### config.mk
export PLATFORM = sky130hd
export DESIGN_NAME = uart_cmd_ctrl
export DESIGN_NICKNAME = d
export VERILOG_FILES = /design/src/rtl/uart_cmd_ctrl.sv
export SDC_FILE = /design/constraint.sdc
export NUM_CORES = 1
export LEC_CHECK = 0
export ABC_AREA = 1
export ABC_CLOCK_PERIOD_IN_PS = 3100
export CAP_MARGIN = 10
export CORE_ASPECT_RATIO = 0.9
export CORE_MARGIN = 2
export CORE_UTILIZATION = 55
export DETAILED_ROUTE_END_ITERATION = 8
export PLACE_DENSITY_LB_ADDON = 0.3
export REMOVE_ABC_BUFFERS = 1
export SLEW_MARGIN = 40
export SYNTH_ARGS = -nofsm -noshare
export SYNTH_HDL_FRONTEND = slang
export SYNTH_SLANG_ARGS = --single-unit
### constraint.sdc
create_clock -name clk -period 3.1 [get_ports clk]
set_input_delay 0.31 -clock clk [delete_from_list [all_inputs] [get_ports clk]]
set_output_delay 0.31 -clock clk [all_outputs]
set_load 0.005 [all_outputs]
### src/rtl/uart_cmd_ctrl.sv
// Command-frame controller: assembles HEADER,CMD,PARAM,CHK frames from UART bytes,
// strobes accepted commands and supervises inter-byte and inter-frame link timing.
module uart_cmd_ctrl #(
  parameter logic [7:0]  HEADER      = 8'hAA,
  parameter int unsigned BYTE_TO_CYC = 250_000,
  parameter int unsigned LINK_TO_CYC = 62_500_000
) (
  input  logic       clk,
  input  logic       rst,
  input  logic [7:0] rx_data,
  input  logic       rx_done,
  output logic       cmd_valid,
  output logic [7:0] cmd_code,
  output logic [7:0] cmd_param,
  output logic       frame_err,
  output logic       link_ok
);

  localparam logic [31:0] BYTE_LAST = 32'(BYTE_TO_CYC - 1);
  localparam logic [31:0] LINK_LAST = 32'(LINK_TO_CYC - 1);

  typedef enum logic [1:0] {IDLE, CMD, PARAM, CHK} state_t;

  state_t      state;
  state_t      state_nxt;
  logic [7:0]  cmd_tmp;
  logic [7:0]  par_tmp;
  logic [31:0] byte_tmr;
  logic [31:0] link_tmr;
  logic        timeout;
  logic        accept;
  logic        valid_nxt;
  logic        err_nxt;

  // A byte arriving on the expiry cycle takes priority over the timeout.
  assign timeout = (state != IDLE) && !rx_done && (byte_tmr == BYTE_LAST);

  always_ff @(posedge clk or posedge rst) begin
    if (rst) state <= IDLE;
    else     state <= state_nxt;
  end

  always_comb begin
    state_nxt = state;
    if (timeout) begin
      state_nxt = IDLE;
    end else if (rx_done) begin
      case (state)
        IDLE:    if (rx_data == HEADER) state_nxt = CMD;
        CMD:     state_nxt = PARAM;
        PARAM:   state_nxt = CHK;
        CHK:     state_nxt = IDLE;
        default: state_nxt = IDLE;
      endcase
    end
  end

  always_comb begin
    accept    = 1'b0;
    valid_nxt = 1'b0;
    err_nxt   = timeout;
    if (state == CHK && rx_done) begin
      if (rx_data == (cmd_tmp ^ par_tmp)) begin
        accept    = 1'b1;
        valid_nxt = 1'b1;
      end else begin
        err_nxt = 1'b1;
      end
    end
  end

  always_ff @(posedge clk or posedge rst) begin
    if (rst) begin
      cmd_tmp   <= '0;
      par_tmp   <= '0;
      cmd_code  <= '0;
      cmd_param <= '0;
      cmd_valid <= 1'b0;
      frame_err <= 1'b0;
    end else begin
      if (rx_done && state == CMD)   cmd_tmp <= rx_data;
      if (rx_done && state == PARAM) par_tmp <= rx_data;
      if (accept) begin
        cmd_code  <= cmd_tmp;
        cmd_param <= par_tmp;
      end
      cmd_valid <= valid_nxt;
      frame_err <= err_nxt;
    end
  end

  always_ff @(posedge clk or posedge rst) begin
    if (rst) begin
      byte_tmr <= '0;
    end else if (rx_done || state == IDLE || timeout) begin
      byte_tmr <= '0;
    end else begin
      byte_tmr <= byte_tmr + 32'd1;
    end
  end

  // Watchdog saturates so link_ok stays low indefinitely once the link is lost.
  always_ff @(posedge clk or posedge rst) begin
    if (rst) begin
      link_tmr <= '0;
      link_ok  <= 1'b0;
    end else begin
      if (accept)                      link_tmr <= '0;
      else if (link_tmr != LINK_LAST)  link_tmr <= link_tmr + 32'd1;

      if (accept)                      link_ok <= 1'b1;
      else if (link_tmr == LINK_LAST)  link_ok <= 1'b0;
    end
  end

endmodule

======== Word-level counts from Yosys, hierarchy flattened ========
Cells that the tools add are included.
storage, ports and cells
  logic and storage cells ................. 49
  input port bits ......................... 11
  bits in registers ....................... 101
  output and inout bits ................... 19
cells by class
  equality and inequality tests ........... 9
  reductions and logical operators ........ 14
  add/subtract/negate cells ............... 2
  bitwise logic cells ..................... 1
  multiplexer cells ....................... 13
operator list
  kind                                                      count
  2-to-1 mux 32 bit                                         3
  adder 32 x 1 -> 32 bit (second input constant)            2
  equality test 32 x 18 -> 1 bit (second input constant)    1
  equality test 32 x 26 -> 1 bit (second input constant)    1
  inequality test 32 x 26 -> 1 bit (second input constant)  1
  equality test 8 bit                                       1
  equality test 8 bit (second input constant)               1
  case mux 2 bit (4 select lines)                           1
  nonzero test 2 bit                                        4
  bitwise XOR 8 bit                                         1
  2-to-1 mux 1 bit                                          6
  2-to-1 mux 2 bit                                          3
  logical AND 1 bit                                         5
  equality test 2 bit (second input constant)               2
  inequality test 3 bit (second input constant)             1
  equality test 2 x 1 -> 1 bit (second input constant)      1
  logical NOT 2 bit                                         1
  logical OR 1 bit                                          2
  AND reduction 2 bit                                       1
  logical NOT 1 bit                                         1

======== Depth between registers and ports, before layout ========
Gate-level depths: netlist (run 1).
  word-level depth ........................ 5
  depth in mapped cells ................... 12
  depth with buffers taken out ............ 11

======== Worst setup path after synthesis (run 1) ========
OpenSTA, ideal clock, no wires.
  path type ............................... register to register
  start point ............................. register link_tmr[0]
  end point ............................... register link_tmr[1]
  data required time ...................... 2.988 ns
  clock period less this slack ............ 1.500 ns
  buffers on the path ..................... 0
  path slack .............................. 1.600 ns
  cell stages (with the launch flop) ...... 11
  arrival time ............................ 1.388 ns
  library setup time ...................... 0.112 ns
  cells stage by stage .................... dfrtp_1 ha_1 nand3_1 inv_1 nand2_1 nor2_1 nand2_1 nand2_1 nand2_1 nand2_1 inv_2
between the ends
  cells in the longest elaborated chain, start to end .. 3
  elaborated cells on any way between the ends .. 5
  classes of those cells .................. 1 x add/sub; 1 x eq/ne; 2 x mux; 1 x reduce/logical
ends and longest elaborated chain
  item                    line  RTL
  start, declared         29    logic [31:0] link_tmr;
  start signal, assigned  109   else if (link_tmr != LINK_LAST) link_tmr <= link_tmr + 32'd1;
  adder 32 x 1 -> 32 bit  109
  2-to-1 mux 32 bit       109
  2-to-1 mux 32 bit       108   if (accept) link_tmr <= '0;
Several ways; a longest one is shown, not always the timed one. The select of a mux whose other input is x is not followed.
A chain may end at the register's enable or synchronous reset.

======== Final worst setup path (run 1) ========
  start point ............................. register state[0]
  end point ............................... register link_tmr[2]
between the ends
  cells in the longest elaborated chain, start to end .. 4
  elaborated cells on any way between the ends .. 5
  classes of those cells .................. 1 x eq/ne; 2 x mux; 2 x reduce/logical
ends and longest elaborated chain
  item                                                     line  RTL
  start, declared                                          24    state_t state;
  start signal, assigned                                   40    else state <= state_nxt;
  equality test 2 bit (*)                                  62    if (state == CHK && rx_done) begin
  logical AND 1 bit (*)                                    62
  2-to-1 mux 1 bit (*)                                     62
  via accept                                               31    logic accept;
  2-to-1 mux 32 bit or nonzero test 2 bit (tied branches)  --
The timed path passes the listed nets; every way through them passes the cells marked *.

==> results.yml, run 1 <==
global_routing:
  grt_remaining_overflow: 0
  antenna_found_initial: 0
  first_global_vias: 4990
  grt_util_all_layers_pct: 24.6
  grt_max_degree: 48
  global_route.usage.met1_pct: 34.1
  grt_first_pass_wirelength_mm: 22.9
  most_utilized_layer_in_the_global_route_result: "met2"
  grt.met2_usage_pct: 40.4
  groute.layer.met3.usage_pct: 4.45
timing:
  final_period_minus_worst_setup_slack_ps: 2130
  worst_pin_slew_ps: 541
  drv_slew: 0
  grt_setup_unrepaired: "false"
  max-slew-margin-rel_pct: 63.9
  report.final.setup_viol: 0
  final.period_utilization_pct: 68.6
  skew_ps: 10.5
  timing.setup.tns_ps: 0
  clock.fmax_ghz: 0.470
  finalHoldViolations: 0
clock_tree:
  numClockSinks: 101
  root_buffer: "sky130_fd_sc_hd__clkbuf_16"
  cts-htree-levels: 3
  post_cts_hold_buffer_count: 0
  cts_tree: "built"
  buffer_depth_of_the_longest_clock_path: 2
  cts_resized: 0
  cts.repair_timing.setup_buffer_count: 0
  clkSlewWorstSetupHoldPaths_ps: 70
  clk-insertion-delay-late_ps: 350
  cts_inserted_buffers: 9
worst_setup_path:
  crit-reg2reg-capture: "link_tmr[2]"
  worstPathMaxFanout: 44
  worst_r2r_startpoint: "state[0]"
  critical_path_required_ps: 3380
  worst_setup_path_start_kind: "register"
  crit_arrival_ps: 2400
  setup.worst_path.class: "reg -> reg"
  r2r_slack_ps: 970
  timing.reg2reg.worst_path_depth: 7
  end_kind: "register"
floorplanning:
  area_of_the_die_sq_um: 11500
  floorplan.die.height_um: 102
  std_cell_rows: 35
  chip_width_um: 113
  floorplan.core_area_sq_um: 10300
  ioPinCount: 30
  start_util_pct: 56.9
final_layout:
  mostFrequentLayoutCells: "sky130_fd_sc_hd__nand2_1 (323), sky130_fd_sc_hd__nor2_1 (128), sky130_fd_sc_hd__dfrtp_1 (101), sky130_fd_sc_hd__inv_1 (100), sky130_fd_sc_hd__nand3_1 (38)"
  layout.cells.most_common: "sky130_fd_sc_hd__nand2_1"
  final_non_filler_cell_area_sq_um: 6640
  final_layout_size_suffix_gt1_share_pct: 5.90
  syn_to_final_growth_pct: 12.9
  fin_nets: 911
  count_of_fill_cells_added_during_filler_insertion: 931
  antenna_cells_inserted: 0
route:
  first_pass_iters: 7
  vias: 5245
  detail_route.iter0.violations: 391
  routedWlPerCell_um: 12.6
  drt-vias-per-instance: 5.10
  final_antenna_net_count: 0
  drc_errors: 0
  wirelength_mm: 13.0
placement:
  routabilityCongestion: 1.02
  io_buffers: 29
  detailed_place.area_sq_um: 6300
  hpwl_mm: 9.56
run_status:
  outcome: "complete, no violations"
yosys:
  yosys_warnings: 0
  yosys.cell_types.count: 27
  postSynthCellCount: 862
  ys_ff_latch: 101
  post_synth_instance_area_sq_um: 5880
  yosysSeqAreaShare_pct: 43.0
  avgSynthCellArea_sq_um: 6.82
pwr:
  p_leak_uw: 0.00331
  power_density_nw_per_um2: 542
  vdd_ir_drop_max_mv: 0.430
job:
  drv_cap: 0
hold_path:
  min-delay-path-class: "in -> async"
## layer usage
layer	vias to the layer above	routed length, um
met2	149	5900
met1	2359	6180
met5	-	0
li1	2715	-
met3	22	670
met4	0	228
## logic make-up (layout without fill, tap and decap cells)
family | Yosys count | count (layout) | synth area share (%)
xor gates and xnor gates | 24 | 24 | 3.58
adders and majority gates | 6 | 6 | 1.28
DFF | 101 | 101 | 43.0
and+or+nand+nor | 568 | 568 | 40.6
buffers and inverters | 137 | 174 | 9.28
AOI/OAI and AO/OA | 26 | 26 | 2.30
## layout make-up
| class | count | area (sq um) | area share (%) |
|---|---|---|---|
| Clock buffer | 9 | 225 | 3.39 |
| Clock inverter | 7 | 106 | 1.60 |
| Inverter | 124 | 468 | 7.05 |
| Multi-Input combinational cell | 624 | 2810 | 42.3 |
| Sequential cell | 101 | 2530 | 38.1 |
| Tap cell | 129 | 161 | 2.43 |
| Timing Repair Buffer | 34 | 340 | 5.13 |
## sequential cells by signal (all words and copies together) (netlist names)
name,cells
frame_err,1
state,2
cmd_code,8
link_tmr,32
cmd_tmp,8
byte_tmr,32
cmd_param,8
link_ok,1
cmd_valid,1
par_tmp,8
## worst max-delay path: stages (launching register included)
cell and delay [ps]:
sky130_fd_sc_hd__dfrtp_1 420, sky130_fd_sc_hd__ha_1 200, sky130_fd_sc_hd__nand2_1 60, sky130_fd_sc_hd__clkinv_1 390, sky130_fd_sc_hd__nand3_2 280, sky130_fd_sc_hd__buf_4 430
sky130_fd_sc_hd__inv_1 140, sky130_fd_sc_hd__nor2_1 110
## how the worst max path moves through the flow
| stage | from | end | slack, ps | cells after the start |
|---|---|---|---|---|
| global placement | rx_data[6] | link_tmr[8] | 760 | 11 |
| global route | byte_tmr[0] | byte_tmr[20] | 730 | 9 |
| CTS | state[0] | link_tmr[4] | 980 | 7 |
| floorplan | rst | byte_tmr[0] | 140 | 1 |
| finish | state[0] | link_tmr[2] | 970 | 7 |
| detailed placement | rx_data[2] | link_tmr[4] | 710 | 11 |
## cell usage after synthesis (all sizes together)
cell | instances | area [sq um]
o21ai | 21 | 105
a211oi | 1 | 7.51
nor2 | 132 | 515
nand4 | 29 | 181
o211ai | 1 | 7.51
xnor2 | 4 | 35.0
nand3 | 39 | 200
a21oi | 3 | 15.0
clkbuf | 3 | 11.3
nand3b | 8 | 60.1
dfrtp | 101 | 2530
clkinv | 1 | 3.75
buf | 10 | 68.8
ha | 6 | 75.1
xor2 | 20 | 175
nor3 | 30 | 160
nand2 | 323 | 1210
inv | 123 | 462
nor3b | 6 | 50.1
or2 | 1 | 6.26
## where the power goes
part           switching, uW  internal (uW)  total (uW)
Combinational            452            259         710
Sequential               176           1480        1660
Clock                    510            720        1230
## per-stage QoR
stage | utilization [%] | setup slack [ps] | total power (uW) | cells | hold slack [ps]
floorplan | - | 143 | 2180 | 849 | 455
global placement | 61.0 | 762 | 2370 | 1012 | 458
detailed placement | 61.0 | 710 | 2390 | 1012 | 464
CTS | 64.2 | 984 | 3630 | 1028 | 315
global route | 64.2 | 727 | 3840 | 1028 | 331
finish | 64.2 | 973 | 3600 | 1028 | 306
Note: power is estimated with default switching activity, not from simulation.
==> run 2, diff against run 1 <==
--- a/config.mk
+++ b/config.mk
@@ -6,11 +6,11 @@
 export NUM_CORES = 1
 export LEC_CHECK = 0
 export ABC_AREA = 1
-export ABC_CLOCK_PERIOD_IN_PS = 3100
+export ABC_CLOCK_PERIOD_IN_PS = 2100
 export CAP_MARGIN = 10
 export CORE_ASPECT_RATIO = 0.9
 export CORE_MARGIN = 2
-export CORE_UTILIZATION = 55
+export CORE_UTILIZATION = 61
 export DETAILED_ROUTE_END_ITERATION = 8
 export PLACE_DENSITY_LB_ADDON = 0.3
 export REMOVE_ABC_BUFFERS = 1
==> constraint.sdc (replaced) <==
create_clock -name clk -period 2.1 [get_ports clk]
set_input_delay 0.21 -clock clk [delete_from_list [all_inputs] [get_ports clk]]
set_output_delay 0.21 -clock clk [all_outputs]
set_load 0.005 [all_outputs]
==> run 2 against run 1 <==
Against the previous run:
- via count grew 2.9%
- clock power shrank 13%
- non-clock buffer count up 2
- first-iteration DRC count decreased by 15%
- clock skew increased by 7.4 ps
- die area shrank 9.5%
- largest cell class unchanged
- worst hold slack worse by 160 ps
- fmax increased by 16%
- cell area decreased by 2.0%
- register-to-register slack worse by 700 ps
- flip-flop and latch count stayed put
- sequential share of layout area increased by 0.78 points
==> results.yml, run 2 (synthesis gave the netlist of run 1 again) <==
global_routing:
  grt_remaining_overflow: 0
  antenna_found_initial: 0
  most_utilized_layer_in_the_global_route_result: "met2"
  global_route.usage.met1_pct: 36.5
  grt_first_pass_wirelength_mm: 23.2
  grt_max_degree: 49
  grt_util_all_layers_pct: 27.7
  grt.met2_usage_pct: 45.6
  first_global_vias: 5253
  groute.layer.met3.usage_pct: 4.96
route:
  drt-vias-per-instance: 5.29
  vias: 5396
  detail_route.iter0.violations: 332
  first_pass_iters: 5
  drc_errors: 0
  routedWlPerCell_um: 13.4
  wirelength_mm: 13.7
  final_antenna_net_count: 0
clock_tree:
  cts_resized: 0
  cts-htree-levels: 3
  cts_tree: "built"
  clkSlewWorstSetupHoldPaths_ps: 100
  buffer_depth_of_the_longest_clock_path: 2
  post_cts_hold_buffer_count: 0
  cts.repair_timing.setup_buffer_count: 0
  cts_inserted_buffers: 9
  clk-insertion-delay-late_ps: 380
  root_buffer: "sky130_fd_sc_hd__clkbuf_8"
  numClockSinks: 101
worst_setup_path:
  setup.worst_path.class: "reg -> reg"
  timing.reg2reg.worst_path_depth: 10
  worst_setup_path_start_kind: "register"
  crit_arrival_ps: 2090
  worstPathMaxFanout: 7
  crit-reg2reg-capture: "link_tmr[2]"
  r2r_slack_ps: 270
  critical_path_required_ps: 2360
  worst_r2r_startpoint: "link_tmr[0]"
  end_kind: "register"
placement:
  io_buffers: 29
  routabilityCongestion: 0.974
  post-place-cells: 1007
  detailed_place.area_sq_um: 6350
  hpwl_mm: 10.5
final_layout:
  final_non_filler_cell_area_sq_um: 6500
  top_regs: "byte_tmr (32), link_tmr (32)"
  syn_to_final_growth_pct: 10.6
  antenna_cells_inserted: 0
  register_area_sq_um: 2530
  fin_nets: 913
  final_cell_count_no_fill: 1021
  multi_input_area_sq_um: 2810
  final_layout_size_suffix_gt1_share_pct: 5.78
  mostFrequentLayoutCells: "sky130_fd_sc_hd__nand2_1 (323), sky130_fd_sc_hd__nor2_1 (128), sky130_fd_sc_hd__dfrtp_1 (101), sky130_fd_sc_hd__inv_1 (100), sky130_fd_sc_hd__nand3_1 (38)"
  count_of_fill_cells_added_during_filler_insertion: 781
  layout.cells.most_common: "sky130_fd_sc_hd__nand2_1"
  final_core_util_pct: 70.3
timing:
  final.period_utilization_pct: 87.1
  worst_pin_slew_ps: 559
  drv_slew: 0
  clock.fmax_ghz: 0.547
  report.final.setup_viol: 0
  timing.setup.tns_ps: 0
  grt_setup_unrepaired: "false"
  skew_ps: 17.9
  max-slew-margin-rel_pct: 62.7
  final_period_minus_worst_setup_slack_ps: 1830
  finalHoldViolations: 0
floorplanning:
  std_cell_rows: 33
  floorplan.die.height_um: 97.1
  start_util_pct: 63.6
  floorplan.core_area_sq_um: 9250
  area_of_the_die_sq_um: 10400
  chip_width_um: 107
  ioPinCount: 30
run_status:
  outcome: "complete, no violations"
pwr:
  power_density_nw_per_um2: 721
  p_leak_uw: 0.00325
  totalPowerFinal_uw: 4690
  vdd_ir_drop_max_mv: 0.571
hold_path:
  min-delay-path-class: "in -> async"
job:
  drv_cap: 0
==> run 2: changes by cell type in the layout (fill, tap and decap cells not counted) <==
cell,previous run,this run
sky130_fd_sc_hd__bufinv_16,2,0
sky130_fd_sc_hd__clkbuf_16,9,0
sky130_fd_sc_hd__clkinvlp_4,0,1
sky130_fd_sc_hd__clkbuf_8,0,9
sky130_fd_sc_hd__clkbuf_1,0,1
sky130_fd_sc_hd__buf_12,1,4
sky130_fd_sc_hd__clkinv_4,3,0
sky130_fd_sc_hd__buf_4,4,3
sky130_fd_sc_hd__inv_8,1,0
sky130_fd_sc_hd__clkinv_2,0,2
==> run 2: metal layers <==
metal | wire length [um] | part of all wire [%] | vias up
met5 | 0 | 0 | -
met4 | 359 | 2.6 | 0
met3 | 645 | 4.7 | 37
met2 | 6560 | 48 | 141
met1 | 6150 | 45 | 2494
li1 | - | - | 2724
==> run 2: worst max-delay path by stage <==
| stage | end | cells after the start | start |
|---|---|---|---|
| 6_report | link_tmr[2] | 10 | link_tmr[0] |
| 3_5_place_dp | link_tmr[4] | 11 | rx_data[2] |
| 3_3_place_gp | link_tmr[8] | 11 | rx_data[2] |
| 4_1_cts | link_tmr[2] | 10 | link_tmr[0] |
| 5_1_grt | link_tmr[0] | 11 | link_tmr[0] |
| 2_1_floorplan | byte_tmr[0] | 1 | rst |
==> run 2: metrics by stage <==
stage / hold WS (ps) / setup WS, ps
floorplan: 366 / -757
finish: 147 / 271
global route: 162 / 94.6
CTS: 152 / 310
detailed placement: 464 / 207
global placement: 456 / 251
==> run 2: report_power, final <==
part / total (uW) / internal (uW) / switching (uW)
combinational: 1150 / 416 / 734
clock: 1070 / 419 / 654
sequential: 2470 / 2190 / 280
==> run 2: worst max-delay path, cell delays in order, from the launching register on <==
cell,delay [ps]
sky130_fd_sc_hd__dfrtp_1,490
sky130_fd_sc_hd__ha_1,270
sky130_fd_sc_hd__nand3_1,130
sky130_fd_sc_hd__inv_1,170
sky130_fd_sc_hd__nand2_1,70
sky130_fd_sc_hd__nor2_1,170
sky130_fd_sc_hd__nand2_1,170
sky130_fd_sc_hd__nand2_1,100
sky130_fd_sc_hd__nand2_1,60
sky130_fd_sc_hd__nand2_1,60
sky130_fd_sc_hd__nor2_1,50
==> run 2: final cells by class <==
| type | instances | share of cell area [%] |
|---|---|---|
| clock buffer | 10 | 1.96 |
| timing repair buffer | 36 | 6.04 |
| clock inverter | 4 | 0.404 |
| tap | 122 | 2.35 |
| sequential | 101 | 38.9 |
| inverter | 124 | 7.20 |
| multi-input combinational | 624 | 43.2 |
==> run 3, diff against run 2 <==
--- a/config.mk
+++ b/config.mk
@@ -13,6 +13,7 @@
 export CORE_UTILIZATION = 61
 export DETAILED_ROUTE_END_ITERATION = 8
 export PLACE_DENSITY_LB_ADDON = 0.3
+export RECOVER_POWER = 50
 export REMOVE_ABC_BUFFERS = 1
 export SLEW_MARGIN = 40
 export SYNTH_ARGS = -nofsm -noshare
==> run 3 against run 2 <==
Against the previous run:
- clock skew about the same
- flip-flop and latch count unchanged
- non-clock buffer count unchanged
- sequential power about the same
- clock power about the same
- via count increased by 0.57%
- highest routed layer unchanged
==> results.yml, run 3 (synthesis gave the netlist of run 1 again) <==
run_status:
  outcome: "complete, no violations"
clock_tree:
  clk-insertion-delay-late_ps: 380
  cts_tree: "built"
  cts_resized: 0
  buffer_depth_of_the_longest_clock_path: 2
  cts-htree-levels: 3
  clkSlewWorstSetupHoldPaths_ps: 90
  cts_inserted_buffers: 9
  cts.repair_timing.setup_buffer_count: 0
  numClockSinks: 101
  post_cts_hold_buffer_count: 0
  root_buffer: "sky130_fd_sc_hd__clkbuf_8"
placement:
  routabilityCongestion: 0.974
  post-place-cells: 1007
  io_buffers: 29
  hpwl_mm: 10.5
final_layout:
  final_core_util_pct: 70.1
  final_cell_count_no_fill: 1021
  syn_to_final_growth_pct: 10.3
  final_layout_size_suffix_gt1_share_pct: 5.78
  fin_nets: 913
  layout.cells.most_common: "sky130_fd_sc_hd__nand2_1"
  antenna_cells_inserted: 0
  mostFrequentLayoutCells: "sky130_fd_sc_hd__nand2_1 (323), sky130_fd_sc_hd__nor2_1 (128), sky130_fd_sc_hd__dfrtp_1 (101), sky130_fd_sc_hd__inv_1 (100), sky130_fd_sc_hd__nand3_1 (38)"
  top_regs: "byte_tmr (32), link_tmr (32)"
hold_path:
  hold-path-cell-count: 2
  hold-path-endpoint: "cmd_code[2]"
  min-delay-path-class: "reg -> reg"
  hp-start: "cmd_code[2]"
global_routing:
  first_global_vias: 5253
  grt_util_all_layers_pct: 27.7
  grt_remaining_overflow: 0
  grt_first_pass_wirelength_mm: 23.2
  grt_max_degree: 49
  antenna_found_initial: 0
pwr:
  totalPowerFinal_uw: 4680
  power_switching_uw: 1670
  internal_power_uw: 3020
  power_density_nw_per_um2: 722
  sw_frac_of_total_pct: 35.6
  p_leak_uw: 0.00325
  power.share.combinational_pct: 24.5
  clkPwrFrac_pct: 22.9
  seqPwrFrac_pct: 52.6
  vdd_ir_drop_max_mv: 0.571
timing:
  grt_setup_unrepaired: "false"
  worst_pin_slew_ps: 1090
  drv_slew: 0
  finalHoldViolations: 0
  max-slew-margin-rel_pct: 27.0
  skew_ps: 18.1
  final_period_minus_worst_setup_slack_ps: 1830
  timing.setup.tns_ps: 0
  clock.fmax_ghz: 0.547
  report.final.setup_viol: 0
  final.period_utilization_pct: 87.1
route:
  routedWlPerCell_um: 13.4
  highest_layer: "met4"
  met1Wirelength_mm: 6.11
  detail_route.iter0.violations: 330
  drc_errors: 0
  drt-vias-per-instance: 5.32
  wl_met2_mm: 6.57
  vias: 5427
  final_antenna_net_count: 0
  wirelength_mm: 13.7
  first_pass_iters: 5
  wl_met3_um: 673
worst_setup_path:
  setup.worst_path.class: "reg -> reg"
  crit_arrival_ps: 2090
  crit-reg2reg-capture: "link_tmr[2]"
  worst_r2r_startpoint: "link_tmr[0]"
  critical_path_required_ps: 2360
  end_kind: "register"
  worst_setup_path_start_kind: "register"
  timing.reg2reg.worst_path_depth: 10
  r2r_slack_ps: 270
  worstPathMaxFanout: 7
floorplanning:
  std_cell_rows: 33
  ioPinCount: 30
  chip_width_um: 107
  floorplan.core_area_sq_um: 9250
  area_of_the_die_sq_um: 10400
  start_util_pct: 63.6
  floorplan.die.height_um: 97.1
job:
  drv_cap: 0
==> run 3: changes by cell type in the layout (fill, tap and decap cells not counted), sizes merged <==
cell           before  now
inv               124  123
dlygate4sd3         0    3
buf                 7    6
clkdlybuf4s50      29   26
clkbuf             10   11
clkinvlp            1    2
==> run 3: metal layers <==
layer  track usage (%)  vias up
met5                 0        -
met4              10.7        0
met3              4.96       36
met2              45.6      158
met1              36.5     2509
li1                  -     2724
==> run 3: critical path, stage by stage, from the launching register on <==
cell	delay, ps
sky130_fd_sc_hd__dfrtp_1	490
sky130_fd_sc_hd__ha_1	270
sky130_fd_sc_hd__nand3_1	130
sky130_fd_sc_hd__inv_1	170
sky130_fd_sc_hd__nand2_1	70
sky130_fd_sc_hd__nor2_1	170
sky130_fd_sc_hd__nand2_1	170
sky130_fd_sc_hd__nand2_1	100
sky130_fd_sc_hd__nand2_1	60
sky130_fd_sc_hd__nand2_1	60
sky130_fd_sc_hd__nor2_1	50
==> run 3: power groups by stage <==
stage	Clock, uW	Combinational [uW]	Sequential [uW]
3_5_place_dp	0	1140	2490
6_report	1070	1150	2460
4_1_cts	1100	1150	2460
3_3_place_gp	0	1050	2470
2_1_floorplan	0	804	2410
5_1_grt	1170	1300	2490
==> run 3: stage by stage <==
| step | hold WS (ps) | setup slack (ps) | area, sq um |
|---|---|---|---|
| 4_1_cts | 152 | 310 | 6500 |
| 3_3_place_gp | 456 | 251 | 6350 |
| 2_1_floorplan | 366 | -757 | 5800 |
| 5_1_grt | 510 | 94.6 | 6490 |
| 3_5_place_dp | 464 | 207 | 6350 |
| 6_report | 477 | 270 | 6490 |
==> run 3: cell type report <==
type | count | area [sq um]
repair buffers | 36 | 380
flip-flops and latches | 101 | 2530
inverters | 124 | 467
clock buffers | 10 | 128
clock inverters | 4 | 26.3
fillers | 784 | 2760
well taps | 122 | 153
multi-input cells | 624 | 2810
==> run 3: how the worst max path moves through the flow <==
stage	from	to	slack [ps]	cells past startpoint
after floorplan	rst	byte_tmr[0]	-760	1
after CTS	link_tmr[0]	link_tmr[2]	310	10
after global placement	rx_data[2]	link_tmr[8]	250	11
after global routing	link_tmr[0]	link_tmr[0]	90	11
final	link_tmr[0]	link_tmr[2]	270	10
after detailed placement	rx_data[2]	link_tmr[4]	210	11
